===== config.mk =====
export PLATFORM = sky130hd
export DESIGN_NAME = action_selector
export DESIGN_NICKNAME = d
export VERILOG_FILES = /design/src/rtl/action_selector.sv
export SDC_FILE = /design/constraint.sdc
export NUM_CORES = 1
export LEC_CHECK = 0
export BUFFER_PORTS_ARGS = -buffer_cell sky130_fd_sc_hd__buf_2
export CAP_MARGIN = 20
export CORE_MARGIN = 4
export CORE_UTILIZATION = 55
export DETAILED_ROUTE_END_ITERATION = 16
export GPL_TIMING_DRIVEN = 0
export PLACE_DENSITY = 0.82
export SLEW_MARGIN = 20
export SYNTH_ARGS = -nofsm -noshare
export SYNTH_HDL_FRONTEND = slang
export SYNTH_SLANG_ARGS = --single-unit

===== constraint.sdc =====
create_clock -name clk -period 5.63 [get_ports clk]
set_input_delay 0.563 -clock clk [delete_from_list [all_inputs] [get_ports clk]]
set_output_delay 0.563 -clock clk [all_outputs]
set_load 0.05 [all_outputs]

===== src/rtl/action_selector.sv =====
// Epsilon-greedy action generator feeding the Q-update pipeline, one action per cycle per episode.
// Define ACTION_SEL_EPS_DECAY_EN to make epsilon decay towards EPS_MIN every DECAY_STEPS actions.
module action_selector #(
    parameter int          MAX_STEPS   = 65536,
    parameter int          STEP_W      = 17,
    parameter logic [15:0] LFSR_SEED   = 16'hACE1,
    parameter logic [7:0]  EPS_INIT    = 8'd51,
    parameter logic [7:0]  EPS_MIN     = 8'd3,
    parameter logic [7:0]  EPS_STEP    = 8'd1,
    parameter int          DECAY_STEPS = 1024
) (
    input  logic              clk,
    input  logic              rst,
    input  logic              start,
    input  logic [2:0]        greedy_action,
    output logic [2:0]        action,
    output logic              action_valid,
    output logic              explore,
    output logic [STEP_W-1:0] step_count,
    output logic [7:0]        epsilon,
    output logic              done
);

    typedef enum logic [1:0] {
        IDLE = 2'd0,
        RUN  = 2'd1,
        DONE = 2'd2
    } state_t;

    state_t      state;
    logic [15:0] lfsr;
    logic [15:0] lfsr_next;
    logic        explore_n;
    logic        last_step;

    // The explore decision always uses the pre-advance LFSR value; epsilon of 0xFF forces exploration.
    always_comb begin
        lfsr_next = {1'b0, lfsr[15:1]} ^ (lfsr[0] ? 16'hB400 : 16'h0000);
        explore_n = (epsilon == 8'hFF) || (lfsr[7:0] < epsilon);
        last_step = (step_count == STEP_W'(MAX_STEPS - 1));
    end

    always_ff @(posedge clk or posedge rst) begin
        if (rst) begin
            state        <= IDLE;
            action       <= 3'd0;
            action_valid <= 1'b0;
            explore      <= 1'b0;
            step_count   <= '0;
            done         <= 1'b0;
            lfsr         <= LFSR_SEED;
        end else begin
            case (state)
                IDLE: begin
                    if (start) begin
                        state      <= RUN;
                        step_count <= '0;
                        done       <= 1'b0;
                    end
                end
                RUN: begin
                    action       <= explore_n ? lfsr[10:8] : greedy_action;
                    explore      <= explore_n;
                    action_valid <= 1'b1;
                    step_count   <= step_count + STEP_W'(1);
                    lfsr         <= lfsr_next;
                    if (last_step) begin
                        state <= DONE;
                    end
                end
                DONE: begin
                    // action and the LFSR stay frozen so a new episode continues the random sequence.
                    action_valid <= 1'b0;
                    explore      <= 1'b0;
                    if (start) begin
                        state      <= RUN;
                        step_count <= '0;
                        done       <= 1'b0;
                    end else begin
                        done <= 1'b1;
                    end
                end
                default: begin
                    state <= IDLE;
                end
            endcase
        end
    end

`ifdef ACTION_SEL_EPS_DECAY_EN
    localparam int DEC_W = (DECAY_STEPS > 1) ? $clog2(DECAY_STEPS) : 1;

    logic [DEC_W-1:0] decay_count;
    logic             decay_wrap;
    logic [7:0]       eps_decayed;

    // Compare in 9 bits so EPS_MIN+EPS_STEP cannot overflow near the top of the range.
    always_comb begin
        decay_wrap = (decay_count == DEC_W'(DECAY_STEPS - 1));
        if ({1'b0, epsilon} > ({1'b0, EPS_MIN} + {1'b0, EPS_STEP} - 9'd1)) begin
            eps_decayed = epsilon - EPS_STEP;
        end else begin
            eps_decayed = EPS_MIN;
        end
    end

    // The decay counter spans episodes; it only pauses outside RUN.
    always_ff @(posedge clk or posedge rst) begin
        if (rst) begin
            epsilon     <= EPS_INIT;
            decay_count <= '0;
        end else if (state == RUN) begin
            if (decay_wrap) begin
                decay_count <= '0;
                epsilon     <= eps_decayed;
            end else begin
                decay_count <= decay_count + DEC_W'(1);
            end
        end
    end
`else
    assign epsilon = EPS_INIT;
`endif

endmodule


==> results of run 1 <==
==> routing by layer <==
layer  GRT usage, %  vias to the layer above  routed length [um]
met3           4.76                        7                 198
met2           30.2                       36                1780
met4           5.96                        0                  55
met5              0                        -                   0
met1           21.4                      671                1510
li1               -                      726                   -
==> worst register-to-register path: cells and delay by family, from the launching register on <==
kind                     cells  cell delay, ps
AND/OR/NAND/NOR              2             770
AO/OA/AOI/OAI                2             480
flip-flops                   1             440
adder cells (fa/ha/maj)      1             290
buffers and inverters        2             220
==> power by group through the flow <==
stage	logic (mW)	clock network (mW)	registers [mW]
final	0.400	0.234	0.459
after global placement	0.390	0	0.457
after floorplan	0.261	0	0.519
after detailed placement	0.403	0	0.465
after CTS	0.404	0.239	0.459
after global routing	0.440	0.251	0.471
==> stage by stage <==
stage / worst slack, ps / hold slack [ps] / utilization (%) / power [mW] / cells
4_1_cts: 3360 / 184 / 68.8 / 1.10 / 275
5_1_grt: 3210 / 191 / 68.8 / 1.16 / 275
2_1_floorplan: 3530 / 472 / - / 0.779 / 192
3_3_place_gp: 3390 / 483 / 65.0 / 0.848 / 266
3_5_place_dp: 3380 / 489 / 65.8 / 0.868 / 267
6_report: 3360 / 179 / 68.8 / 1.09 / 275
==> kinds of logic after synthesis <==
| family | count (synthesis) | synth area share [%] |
|---|---|---|
| xor+xnor | 8 | 3.50 |
| other cells | 2 | 0.375 |
| flops | 41 | 51.8 |
| simple gates | 52 | 12.6 |
| mux | 18 | 9.88 |
| fa+ha+maj | 6 | 3.75 |
| buf+inv | 21 | 5.82 |
| compound gates | 38 | 12.3 |
==> path summary, 6_finish.rpt <==
kind | start | end | depth (start not counted)
worst max-delay path | state[0] | step_count[13] | 7
worst min-delay path | rst | action[0] | 2
worst max register to register | state[0] | step_count[13] | 7
worst min register to register | lfsr[10] | lfsr[10] | 2
max in group asynchronous | rst | lfsr[7] | 3
min in group clk | lfsr[10] | lfsr[10] | 2
==> cell usage in the layout (no fill, tap or decap), types with 2 or more instances in the layout <==
master | synthesis | routed
sky130_fd_sc_hd__a211o_1 | 2 | 2
sky130_fd_sc_hd__a21oi_1 | 14 | 14
sky130_fd_sc_hd__a31o_2 | 2 | 2
sky130_fd_sc_hd__and4_1 | 2 | 2
sky130_fd_sc_hd__buf_2 | 0 | 28
sky130_fd_sc_hd__buf_4 | 8 | 8
sky130_fd_sc_hd__bufinv_16 | 0 | 2
sky130_fd_sc_hd__clkbuf_1 | 5 | 5
sky130_fd_sc_hd__clkbuf_4 | 0 | 5
sky130_fd_sc_hd__conb_1 | 2 | 8
sky130_fd_sc_hd__dfrtp_1 | 33 | 33
sky130_fd_sc_hd__dfstp_2 | 8 | 8
sky130_fd_sc_hd__ha_1 | 6 | 6
sky130_fd_sc_hd__inv_1 | 6 | 5
sky130_fd_sc_hd__mux2_2 | 14 | 14
sky130_fd_sc_hd__mux2i_1 | 4 | 4
sky130_fd_sc_hd__nand2_1 | 10 | 10
sky130_fd_sc_hd__nand2b_1 | 2 | 2
sky130_fd_sc_hd__nand3_1 | 2 | 2
sky130_fd_sc_hd__nand4_1 | 4 | 4
sky130_fd_sc_hd__nor2_1 | 22 | 22
sky130_fd_sc_hd__o21ai_0 | 9 | 9
sky130_fd_sc_hd__o31ai_1 | 2 | 2
sky130_fd_sc_hd__or3_1 | 3 | 3
sky130_fd_sc_hd__or3_2 | 2 | 2
sky130_fd_sc_hd__xnor2_1 | 5 | 5
sky130_fd_sc_hd__xor2_1 | 3 | 3
==> cell type report <==
type,instances,area [sq um],area share (%)
flip-flops and latches,41,1040,44.1
multi-input cells,130,871,37.0
repair buffers,29,168,7.13
plain buffers,15,93.8,3.99
clock inverters,3,65.1,2.77
well taps,46,57.6,2.45
clock buffers,5,37.5,1.60
inverters,6,22.5,0.958
==> registers in the layout, indices dropped and copies added (netlist names) <==
name	count
explore	1
done	1
step_count	17
action	3
action_valid	1
lfsr	16
state	2
==> results, run 1 <==
- With fillers left out, the area of the finished cells amounts to 2350 sq um.
- The sequential share of power is 42.0%.
- The repair_antennas step left the layout with diodes totalling 0.
- The critical path goes through inv_1 > ha_1 > or3b_1 > buf_6 > a211o_1 > or3_1 > a21oi_1.
- After filler insertion, the fill cell instance count of the layout stands at between 200 and 300.
- The internal portion of total power is 0.701 mW.
- The starting utilization of the core area is roughly three fifths.
- The quantity of gates resized following cts is 0.
- The synthesized netlist occupies a cell area of about 2000 sq um.
- The number of instances in the synthesized netlist is 186.
- By area the synthesized netlist is led by sky130_fd_sc_hd__dfrtp_1 41%, sky130_fd_sc_hd__dfstp_2 11%, sky130_fd_sc_hd__mux2_2 7.9%.
- The type of the setup path with the least slack is register to register.
- The number of buffers and inverters on the critical path is 2.
- The slowest stage of the critical path belongs to the cell sky130_fd_sc_hd__dfrtp_1.
- Setup repair after global routing left no endpoint under its margin.
- The number of global-route vias before repair was between 1,000 and 1,500.
- Buffers placed on the I/O ports in this run total 28.
- The number of enable-type register cells in the synthesized netlist is 0.
- The number of detailed-route iterations in the first pass is 4.
- The startpoint type of the worst setup path is a register.
- The standby leakage power is 1.10 nW.
- The clock sink total is 41.
- The number of nets still failing antenna checks after routing is 0.
- The top cell type by area accounts for roughly two fifths of the synthesized area.
- The register-to-register setup slack is 3360 ps.
- From left edge to right edge, the die measures 68.3 um.
- Once the clock tree was built, the setup fixing pass inserted 0 buffers.
- The nature of the critical path endpoint is a register.
- In this run the power spent charging and discharging nets is 0.393 mW.
- The HPWL after detailed placement is 2.63 mm.
- The total cell area at the placement stage is 2250 sq um.
- The number of nets in the layout is 240.
- The largest clock skew in the final design is 11.1 ps.
- At the pin with the least slew margin, the transition time is 510 ps.
- During synthesis, Yosys emitted a total of 0 warnings.
- The latest clock arrival within the worst-skew pair is 350 ps.
- The critical path required time is 5910 ps.
- The minimum period implied by the final worst setup slack is about 2300 ps.
- The mean number of vias per cell is 5.24.
- In this run the number of H-tree levels came out at 2.
- The final number of hold-violating endpoints is 0.
- The number of primary I/O pins is 37.
- The data arrival time of the critical path is between 2000 and 3000 ps.
- The cell at the root of the clock tree is sky130_fd_sc_hd__clkbuf_4.
- The tightest min-delay check is of the input pin to async pin type.
- The maximum number of pins on one net before global-route repair is 25.
- The first global-routing pass estimated 6.10 mm of wire.
- The core box area is 3420 sq um.
- The commonest cells after synthesis are 33 x sky130_fd_sc_hd__dfrtp_1, 22 x sky130_fd_sc_hd__nor2_1, 14 x sky130_fd_sc_hd__a21oi_1, 14 x sky130_fd_sc_hd__mux2_2, 10 x sky130_fd_sc_hd__nand2_1.
- On the critical path the largest part of the delay comes from simple AND/OR/NAND/NOR gates.
- The setup TNS is 0 ps.
- Combinational cells account for 36.6% of the total power.
- The detailed router placed 1,440 vias in this run.
- The total detailed-routing wirelength is 3.55 mm.
- The number of clock buffers added by TritonCTS is 5.
- The share of the Yosys chip area taken by registers is about half.
- In this run the worst path has a maximum fanout of 8.
- For this run, design rule violations remaining after detail routing come to 0.
- The remaining global-route overflow is 0.
- The total routing usage reported by global routing is 17.7%.
- The starting DRC count in detailed routing is 92.
- After synthesis the netlist holds a flip-flop and latch count of 41.
- The number of hold buffers added after CTS was 0.
- The most numerous cell in the Yosys netlist is sky130_fd_sc_hd__dfrtp_1.
- The clock tree from TritonCTS is done.
- The placer's final routability congestion estimate is 0.761.
- The die covers 4670 sq um.
- The maximum count of clock buffers along a single path is 2.
- The clock edge transition at the registers on the reported setup and hold paths is 120 ps.
- The ratio of cells with drive above 1 in the final layout is 32.8%.
- The fraction of power spent switching nets is 35.9%.
- Each instance of the synthesized netlist takes up on average around 11 sq um.
- The dominant cell type by area after synthesis is sky130_fd_sc_hd__dfrtp_1.
- Of all flip-flops after synthesis, the portion carrying an async set or reset was 100%.
- The most common flop cell mapped by yosys is sky130_fd_sc_hd__dfrtp_1.
- The run finished with clean final reports.
- The max-cap violation count is 0.
- In this design, the stage delay of the slowest critical-path cell is 440 ps.
- The share of the clock period used by the worst path after layout is 40.4%.
- VDD sags by at most 0.295 mV.
- The max-slew headroom at the worst pin is 66.0%.
- The number of setup violations in the final report is 0.
- The clock network is responsible for a little over a fifth of the overall power.
- The number of max-slew violations in the final report came to 0.
- The area growth from synthesis to layout is 17.5%.
- The chip height is 68.3 um.
- The number of cell rows is 21.
- The total power per unit cell area is 465 nW/um^2.
- The timing-limited maximum frequency is 440 MHz.
- The number of antenna violations at the first check in global routing is 0.
- The average wire length per cell after detail routing is 12.9 um.
- The count of different cell masters after synthesis is 40.
(Power assumes the default switching activity.)
==> run 2, diff against run 1 <==
ABC_AREA = 1   (was unset)
PLACE_DENSITY = 0.81   (was 0.82)
clock period = 2.1 ns   (was 5.63 ns; I/O delays follow)
==> run 2 against run 1 <==
Net effect: first-iteration DRC count rose by 7.6%; clock-buffer cell count up 2; total power increased by 110%; combinational power up 120%; largest cell class unchanged.
==> results, run 2 <==
- The flow ran to the end, and the final reports show no timing, DRC or antenna violations.
- The biggest cell delay along the critical path is 430 ps (about the same).
- The data arrival time of the critical path is 1970 ps (-590 ps).
- The final design instance area without fill is 2500 sq um (+6.2%).
- The share of synthesized flip-flops with an asynchronous set or reset came to 100% (unchanged).
- The starting DRC count in detailed routing was 99 (+7.6%).
- The number of cell rows was 22 (+4.8%).
- The count of different cell masters after synthesis is 29 (-28%).
- The largest registers in the layout are step_count (17), lfsr (16), action (3).
- The most common flop cell mapped by yosys is sky130_fd_sc_hd__dfrtp_1.
- Setup repair after global routing left no endpoint under its margin.
- The library cell used most frequently in the layout, excluding fill and tap cells, is sky130_fd_sc_hd__nand2_1.
- The max-cap violation count was 0 (unchanged).
- The total routing usage reported by global routing is 19.2% (+1.5 points).
- The latest clock arrival within the worst-skew pair is 300 ps (-50 ps).
- The standby leakage power is 1.32 nW (+20%).
- The timing-limited maximum frequency was 558 MHz (+27%).
- The minimum period implied by the final worst setup slack is 1790 ps (-482 ps).
- The worst setup path is launched from a register.
- The number of enable-type register cells in the synthesized netlist came to 0 (unchanged).
- The maximum number of pins on one net before global-route repair is 33 (+32%).
- The HPWL after detailed placement is 3.13 mm (+19%).
- The total detailed-routing wirelength is 4.20 mm (+18%).
- The number of antenna violations at the first check in global routing was 0 (unchanged).
- The clock edge transition at the registers on the reported setup and hold paths is 80 ps (-40 ps).
- The number of primary I/O pins is 37 (unchanged).
- The number of instances in the synthesized netlist was 270 (+45%).
- The starting utilization of the core area is 57.7% (-0.89 points).
- The met3 routing resource usage after global routing is 4.75% (-0.014 points).
- The mean number of vias per cell was 5.02 (-4.0%).
- The number of buffers and inverters on the critical path is 1 (-1).
- The final number of hold-violating endpoints is 0 (unchanged).
- The share of the clock period used by the worst path after layout is 85.4% (+45 points).
- The placer's final routability congestion estimate was 0.794 (+4.4%).
- The flip-flop count of the largest register, all copies and words added is 17 (unchanged).
- The area growth from synthesis to layout is 16.5%.
- The fraction of the yosys area taken by sequential cells was 48.3% (-3.4 points).
- The dominant cell type by area after synthesis is sky130_fd_sc_hd__dfrtp_1.
- The core box area is 3720 sq um (+8.8%).
- The number of nets still failing antenna checks after routing is 0 (unchanged).
- The number of buffers inserted to repair setup after CTS is 0 (unchanged).
- The area of the die is 4960 sq um (+6.3%).
- The share of the synthesized area in the top cell type is 38.5% (-2.7 points).
- The critical path required time is 2270 ps (-3640 ps).
- The maximum ir drop on the vdd rail came to 0.590 mV (+100%).
- The worst hold path belongs to the class input pin to register.
- The number of input and output port buffers inserted is 28 (unchanged).
- The setup TNS is 0 ps (unchanged).
- The average size of a mapped cell was 7.94 sq um (-26%).
- The number of nets in the layout was 325 (+35%).
- The cell that appears most often on the critical path is sky130_fd_sc_hd__nor2_1.
- The remaining global-route overflow is 0 (unchanged).
- The number of setup violations in the final report is 0 (unchanged).
- The cell sitting at the root of the clock tree is a sky130_fd_sc_hd__clkbuf_8.
- The post-synthesis cell area is 2140 sq um (+7.1%).
- The nature of the critical path endpoint is a register.
- In the post-synthesis netlist, the cell with the most instances is sky130_fd_sc_hd__nand2_1.
- Leaving out fill and tap cells, the most frequent cells in the layout are 62 x sky130_fd_sc_hd__nand2_1, 41 x sky130_fd_sc_hd__inv_1, 33 x sky130_fd_sc_hd__dfrtp_1.
- The clock tree from TritonCTS is done.
- The count of state elements after synthesis is 41 (unchanged).
- The fraction of met2 tracks used by global routing is 33.8% (+3.6 points).
- The TritonCTS buffer count is 5 (unchanged).
- In the synthesized netlist, the cells that appear most often are 62 x sky130_fd_sc_hd__nand2_1, 42 x sky130_fd_sc_hd__inv_1, 33 x sky130_fd_sc_hd__dfrtp_1, 27 x sky130_fd_sc_hd__nor2_1, 20 x sky130_fd_sc_hd__o21ai_0.
- By area the synthesized netlist is led by sky130_fd_sc_hd__dfrtp_1 39%, sky130_fd_sc_hd__nand2_1 11%, sky130_fd_sc_hd__dfstp_2 9.8%.
- The most flop-heavy register is step_count.
- The total power per unit cell area came to 941 nW/um^2 (+100%).
- The chip height is 70.4 um (+3.1%).
- The number of max-slew violations in the final report is 0 (unchanged).
- The number of detailed-route iterations in the first pass was 4 (unchanged).
- The maximum count of clock buffers along a single path is 2 (unchanged).
- The horizontal extent of the die was 70.4 um (+3.1%).
- The global routing stage identified its most utilized layer as met2.
- The slowest stage cell on the critical path is sky130_fd_sc_hd__dfrtp_1.
- The type of the setup path with the least slack is register to register.
- Broken down by cell family, the worst path's largest delay share belongs to simple AND/OR/NAND/NOR gates.
- Walking the worst path, the cells encountered are inv_1 > nor3_1 > nand4_1 > nor2_1 > ha_1 > nor2_1 > a21oi_1 > o21ai_0.
- The final core utilization is 67.2% (-1.6 points).
- The total number of vias is 1,819 (+26%).
- The number of global-route vias before repair is 1,800 (+30%).
- The DRC violation count after routing is 0 (unchanged).
- The number of antenna diodes was 0 (unchanged).
- The average wire length per cell after detail routing is 11.6 um (-10%).
- The first-pass GRT wire length was 7.73 mm (+27%).
- The total cell area at the placement stage is 2390 sq um (+6.1%).
- The clock sink total is 41 (unchanged).
- The ratio of cells with drive above 1 in the final layout came to 22.0% (-11 points).
- The count of warnings emitted by yosys is 0 (unchanged).
- The met1 usage in global routing is 23.0% (+1.7 points).
- The top fanout value on the critical path is 5 (-3).
- The H-tree depth reported by CTS came to 2 (unchanged).
- The largest clock skew in the final design is 9.46 ps (-1.62 ps).
[run 2: cell type report]
type	count	area [sq um]
multi-input combinational	178	873
tap	48	60.1
buffer	15	98.8
fill	315	1220
timing repair buffer	30	170
clock buffer	7	96.3
inverter	42	158
clock inverter	1	5.00
sequential	41	1040
[run 2: final timing paths]
kind	startpoint	end	slack, ps	depth (start not counted)
worst max-delay path	step_count[11]	state[1]	310	8
worst min-delay path	greedy_action[1]	action[1]	210	5
worst max register to register	step_count[11]	state[1]	310	8
worst min register to register	action[1]	action[1]	480	2
max in group asynchronous	rst	lfsr[11]	1220	4
min in group asynchronous	rst	step_count[5]	370	3
[run 2: timing repair]
item	4_1_cts	5_1_grt
hold buffers	1	0
endpoints found under the hold margin	9	0
gates resized for setup	0	0
[run 2: stage by stage]
stage	cells	setup slack [ps]	power [mW]	hold slack (ps)
finish	362	307	2.35	211
global route	362	136	2.51	231
CTS	362	299	2.38	202
detailed placement	353	323	1.80	151
global placement	352	353	1.78	459
floorplan	276	227	1.61	413
[run 2: cells by family after synthesis]
family | after synthesis | synth area share [%]
AO/OA/AOI/OAI | 36 | 9.11
XOR/XNOR | 3 | 1.23
adder cells (fa/ha/maj) | 6 | 3.50
buffers and inverters | 57 | 12.0
flip-flops | 41 | 48.3
other | 2 | 0.350
AND/OR/NAND/NOR | 125 | 25.5
[run 2: power by group]
group | internal, mW | leakage, nW | switching, mW | total (mW)
Combinational | 0.244 | 0.733 | 0.630 | 0.874
Clock | 0.297 | 0.0542 | 0.266 | 0.563
Sequential | 0.860 | 0.533 | 0.0535 | 0.913
[run 2: routing by layer]
layer / vias to the layer above / routed length (um)
li1: 913 / -
met1: 851 / 1780
met2: 47 / 2090
met3: 8 / 271
met4: 0 / 50
met5: - / 0
[run 2: worst min-delay path: stages]
cell,delay (ps)
sky130_fd_sc_hd__buf_2,70
sky130_fd_sc_hd__inv_1,30
sky130_fd_sc_hd__nand2_1,50
sky130_fd_sc_hd__nand3_1,60
sky130_fd_sc_hd__nand2_1,50
